[src/rtl/delay_sequencer.sv]
// delay_sequencer: drives a downstream delay counter through num_steps
// enable/done handshakes. Each step raises en_req until delay_done returns,
// drops it for one GAP cycle, then raises it again. Reports per-step strobes,
// a completion pulse and a sticky watchdog error if the counter never answers.
module delay_sequencer #(
    parameter int STEP_W  = 8,
    parameter int TIMEOUT = 1023,
    parameter int TO_W    = 10
) (
    input  logic              clk,
    input  logic              rst_n,
    input  logic              start,
    input  logic [STEP_W-1:0] num_steps,
    input  logic              abort,
    input  logic              delay_done,
    output logic              en_req,
    output logic              step_pulse,
    output logic [STEP_W-1:0] step_idx,
    output logic              busy,
    output logic              done,
    output logic              timeout_err
);

    typedef enum logic [2:0] {
        S_IDLE,
        S_REQ,
        S_WAIT,
        S_GAP,
        S_FINISH
    } state_t;

    // Watchdog value on the last WAIT cycle before the counter is declared dead.
    localparam logic [TO_W-1:0] WD_LAST = TO_W'(TIMEOUT - 1);

    state_t            state;
    logic [STEP_W-1:0] remaining;
    logic [TO_W-1:0]   wdog;

    // Sequencer FSM; every output is registered alongside the state it belongs to.
    always_ff @(posedge clk) begin
        if (!rst_n) begin
            state       <= S_IDLE;
            en_req      <= 1'b0;
            step_pulse  <= 1'b0;
            step_idx    <= '0;
            busy        <= 1'b0;
            done        <= 1'b0;
            timeout_err <= 1'b0;
            remaining   <= '0;
            wdog        <= '0;
        end else begin
            // NOTE: non-blocking assignments throughout; the pulse outputs get a
            // default of 0 here and are only set on the cycle that earns them,
            // so later assignments in the same block simply override.
            step_pulse <= 1'b0;
            done       <= 1'b0;

            if (abort && state != S_IDLE) begin
                // Abort wins over delay_done and timeout; step_idx is kept.
                state  <= S_IDLE;
                en_req <= 1'b0;
                busy   <= 1'b0;
            end else begin
                case (state)
                    S_IDLE: begin
                        if (start) begin
                            timeout_err <= 1'b0;
                            busy        <= 1'b1;
                            if (num_steps != '0) begin
                                remaining <= num_steps;
                                step_idx  <= '0;
                                en_req    <= 1'b1;
                                state     <= S_REQ;
                            end else begin
                                // Empty run: completion pulse with no requests.
                                done  <= 1'b1;
                                state <= S_FINISH;
                            end
                        end
                    end

                    S_REQ: begin
                        en_req <= 1'b1;
                        wdog   <= '0;
                        state  <= S_WAIT;
                    end

                    S_WAIT: begin
                        if (delay_done) begin
                            step_pulse <= 1'b1;
                            step_idx   <= step_idx + 1'b1;
                            remaining  <= remaining - 1'b1;
                            en_req     <= 1'b0;
                            if (remaining == STEP_W'(1)) begin
                                done  <= 1'b1;
                                state <= S_FINISH;
                            end else begin
                                state <= S_GAP;
                            end
                        end else if (wdog == WD_LAST) begin
                            timeout_err <= 1'b1;
                            en_req      <= 1'b0;
                            busy        <= 1'b0;
                            state       <= S_IDLE;
                        end else begin
                            wdog <= wdog + 1'b1;
                        end
                    end

                    S_GAP: begin
                        // Enable was low for this one cycle; re-request now.
                        en_req <= 1'b1;
                        state  <= S_REQ;
                    end

                    S_FINISH: begin
                        busy  <= 1'b0;
                        state <= S_IDLE;
                    end

                    default: begin
                        en_req <= 1'b0;
                        busy   <= 1'b0;
                        state  <= S_IDLE;
                    end
                endcase
            end
        end
    end

endmodule

[config.mk]
export PLATFORM = sky130hd
export DESIGN_NAME = delay_sequencer
export DESIGN_NICKNAME = d
export VERILOG_FILES = /design/src/rtl/delay_sequencer.sv
export SDC_FILE = /design/constraint.sdc
export NUM_CORES = 1
export LEC_CHECK = 0
export ABC_CLOCK_PERIOD_IN_PS = 2100
export CORE_MARGIN = 10
export CORE_UTILIZATION = 55
export DETAILED_ROUTE_END_ITERATION = 12
export GPL_TIMING_DRIVEN = 0
export PLACE_DENSITY = 0.76
export SYNTH_ARGS = -nofsm -noshare
export SYNTH_HDL_FRONTEND = slang
export SYNTH_SLANG_ARGS = --single-unit
[constraint.sdc]
create_clock -name clk -period 2.1 [get_ports clk]
set_input_delay 0.42 -clock clk [delete_from_list [all_inputs] [get_ports clk]]
set_output_delay 0.42 -clock clk [all_outputs]
set_load 0.1 [all_outputs]
==> impl_metrics.tcl <==
set metrics [dict create \
    cts_tree "built" \
    hold_viol 0 \
    yosysSeqAreaShare_pct 32.2 \
    crit_path_end_kind "flip-flop" \
    p_comb_share_pct 42.6 \
    clockRootBuffer "clkbuf_8" \
    crit_path_frequent_cell "buf_6" \
    max_freq_ghz 0.495 \
    grtUsageTotal_pct 16.6 \
    ys_top_cells_by_area "dfxtp_1 (32%), a21oi_1 (5.7%), mux2i_1 (3.8%), nand3_1 (3.8%), nand2_1 (3.7%)" \
    cp_top_family "buffers and inverters" \
    antenna_found_initial 0 \
    ys_types 55 \
    vias_per_cell 6.12 \
    fin_crit_sh_pct 96.3 \
    start_util_pct 57.2 \
    cp_cell_sequence "clkdlybuf4s50_1 -> or4b_4 -> a21o_1 -> buf_6 -> buf_6 -> a21oi_2 -> o32ai_2" \
    ir_drop_uv 541 \
    synth_common_cells "dfxtp_1 (34), a21oi_1 (24), nand2_1 (21)" \
    worstPathRequired_ns 2.26 \
    gp_congestion 0.862 \
    setup_viol 0 \
    ant_nets 0 \
    min_period_ns 2.02 \
    rows 22 \
    coreArea_um2 3690 \
    die_x_um 82.0 \
    cts_buffers 5 \
    clkSlewWorstSetupHoldPaths_ns 0.08 \
    drt-pass1-iter-count 4 \
    h-tree-depth 2 \
    post_route_cells_drive_above_1_share_pct 14.2 \
    arrival_ns 2.18 \
    start_kind "input port" \
    ys_seq_elements 34 \
    fin_util_pct 69.1 \
    worstMarginPinSlew_ns 0.969 \
    hold_path.class "flip-flop to flip-flop" \
    grt_pass1_vias 1907 \
    synth_edf_count 0 \
    wl_per_cell_um 16.4 \
    p_per_area_nw_per_um2 940 \
    port_buffers 24 \
    avgSynthCellArea_um2 8.51 \
    critPathKind "input port to flip-flop" \
    via_count 2021 \
    cp_slowest_stage_delay_ns 0.52 \
    status "completed" \
    grt_max_degree 11 \
    grt_overflow_total 0 \
    cts_max_path_buffers 2 \
    p_total_mw 2.40 \
    clock_sinks 34 \
    netlist_area_um2 2110 \
    synthArstFlopShare_pct 0 \
    switching_share_pct 40.0 \
    crit_buf_inv 3 \
    die_area_um2 6720 \
    cp_slowest_cell "clkdlybuf4s50_1" \
    power_frac_seq_pct 33.4 \
    syn2layout_area_growth_pct 20.8 \
    maxSlewViolCount 0 \
    synth_top_area_share_pct 32.2 \
    ys.flop_type "dfxtp_1" \
    crit_fanout 10 \
    final_nets 299 \
    drc 0 \
    ys.warnings.count 0 \
    cap_violations 0 \
    io_pins 26 \
    num_antenna_cells 0 \
    finalSetupTns_ns 0 \
    max-slew-margin-rel_pct 35.7 \
    synth_most_common_cell "dfxtp_1" \
    wl_mm 5.41 \
    clock_skew_ns 0.00811 \
    p_switching_uw 960 \
    drtIter0Drc 155 \
    grt_pass1_wl_mm 9.01 \
    clk_latency_ns 0.29 \
    synth_area_leader_cell "dfxtp_1" \
    synthCells 248 \
    die_h_um 82.0 \
    clock_power_share_pct 24.0 \
    place_hpwl_mm 3.98 \
    leakagePower_nw 0.938 \
    rsz0062_at_grt "no" \
    internal-power_mw 1.44 \
    syn_nets 266 \
]
==> sequential cells by signal (all words and copies together), names as in the netlist <==
signal,flops
state,3
step_idx,8
remaining,8
wdog,10
en_req,1
step_pulse,1
busy,1
done,1
timeout_err,1
==> worst min-delay path, cell delays in order (launching register included) <==
cell and delay, ns:
dfxtp_1 0.31, nand2_1 0.05, mux2i_1 0.05
==> cell usage in the layout, fill, tap and decap left out, types with 3 or more instances in the layout <==
master           instances
a21oi_1                 24
and4_1                   3
buf_4                    4
buf_6                    5
clkbuf_1                 4
clkbuf_8                 8
clkdlybuf4s50_1         11
dfxtp_1                 34
dlygate4sd2_1           13
ha_1                     5
inv_1                    9
mux2i_1                  8
nand2_1                 21
nand3_1                 16
nand4_1                  5
nor2_1                  12
nor2b_1                  3
nor3_1                   6
nor3b_4                  3
nor4_1                   3
o21ai_0                  5
o31ai_1                  7
o32ai_2                  3
or3_1                   12
or4_1                    9
==> routing by layer <==
layer	GRT usage, %	wire length [um]	vias up
li1	-	-	1015
met1	20.5	2430	951
met2	27.7	2680	50
met3	4.26	266	5
met4	4.59	35	0
met5	0	0	-
==> power by group through the flow <==
stage | Clock, mW | Sequential, mW | Combinational (mW)
6_report | 0.575 | 0.801 | 1.02
5_1_grt | 0.603 | 0.815 | 1.11
4_1_cts | 0.581 | 0.800 | 0.986
3_5_place_dp | 0 | 0.815 | 0.993
3_3_place_gp | 0 | 0.811 | 0.983
2_1_floorplan | 0 | 0.945 | 0.637
==> repair_timing <==
action | CTS | global route
pin swaps | 0 | 0
setup endpoints to repair | 22 | 14
hold buffers | 0 | 0
gates cloned | 0 | 0
buffers inserted | 0 | 2
gates resized for setup | 15 | 5
==> through the flow <==
step	setup WS (ns)	hold WS, ns	instances	cell area, um^2
after floorplan	0.151	0.448	248	2110
after global placement	-0.338	0.444	320	2410
after detailed placement	-0.357	0.459	320	2410
after CTS	0.0336	0.466	328	2520
after global routing	0.00617	0.494	330	2550
final	0.0785	0.461	330	2550
==> layout make-up <==
type	instances	area, um^2
multi-input cells	189	1320
clock buffers	8	110
plain buffers	16	109
repair buffers	26	239
fillers	326	1140
well taps	48	60.1
inverters	9	33.8
flip-flops and latches	34	681
==> final timing paths <==
check / slack (ns) / start / end / cells after the start
min reg2reg: 0.46 / en_req$_SDFFE_PP0P_ / en_req$_SDFFE_PP0P_ / 2
max: 0.08 / start / remaining[4]$_SDFFE_PN0P_ / 7
min: 0.46 / en_req$_SDFFE_PP0P_ / en_req$_SDFFE_PP0P_ / 2
max reg2reg: 0.10 / state[0]$_SDFFE_PP0P_ / remaining[3]$_SDFFE_PN0P_ / 6
==> logic make-up (layout without fill, tap and decap cells) <==
group | Yosys count | in the layout | synth area share, %
AOI/OAI and AO/OA | 67 | 67 | 23.1
buffers and inverters | 25 | 59 | 6.70
and+or+nand+nor | 109 | 109 | 31.2
adders and majority gates | 5 | 5 | 2.96
muxes | 8 | 8 | 3.79
DFF | 34 | 34 | 32.2
Note: power is estimated with default switching activity, not from simulation.
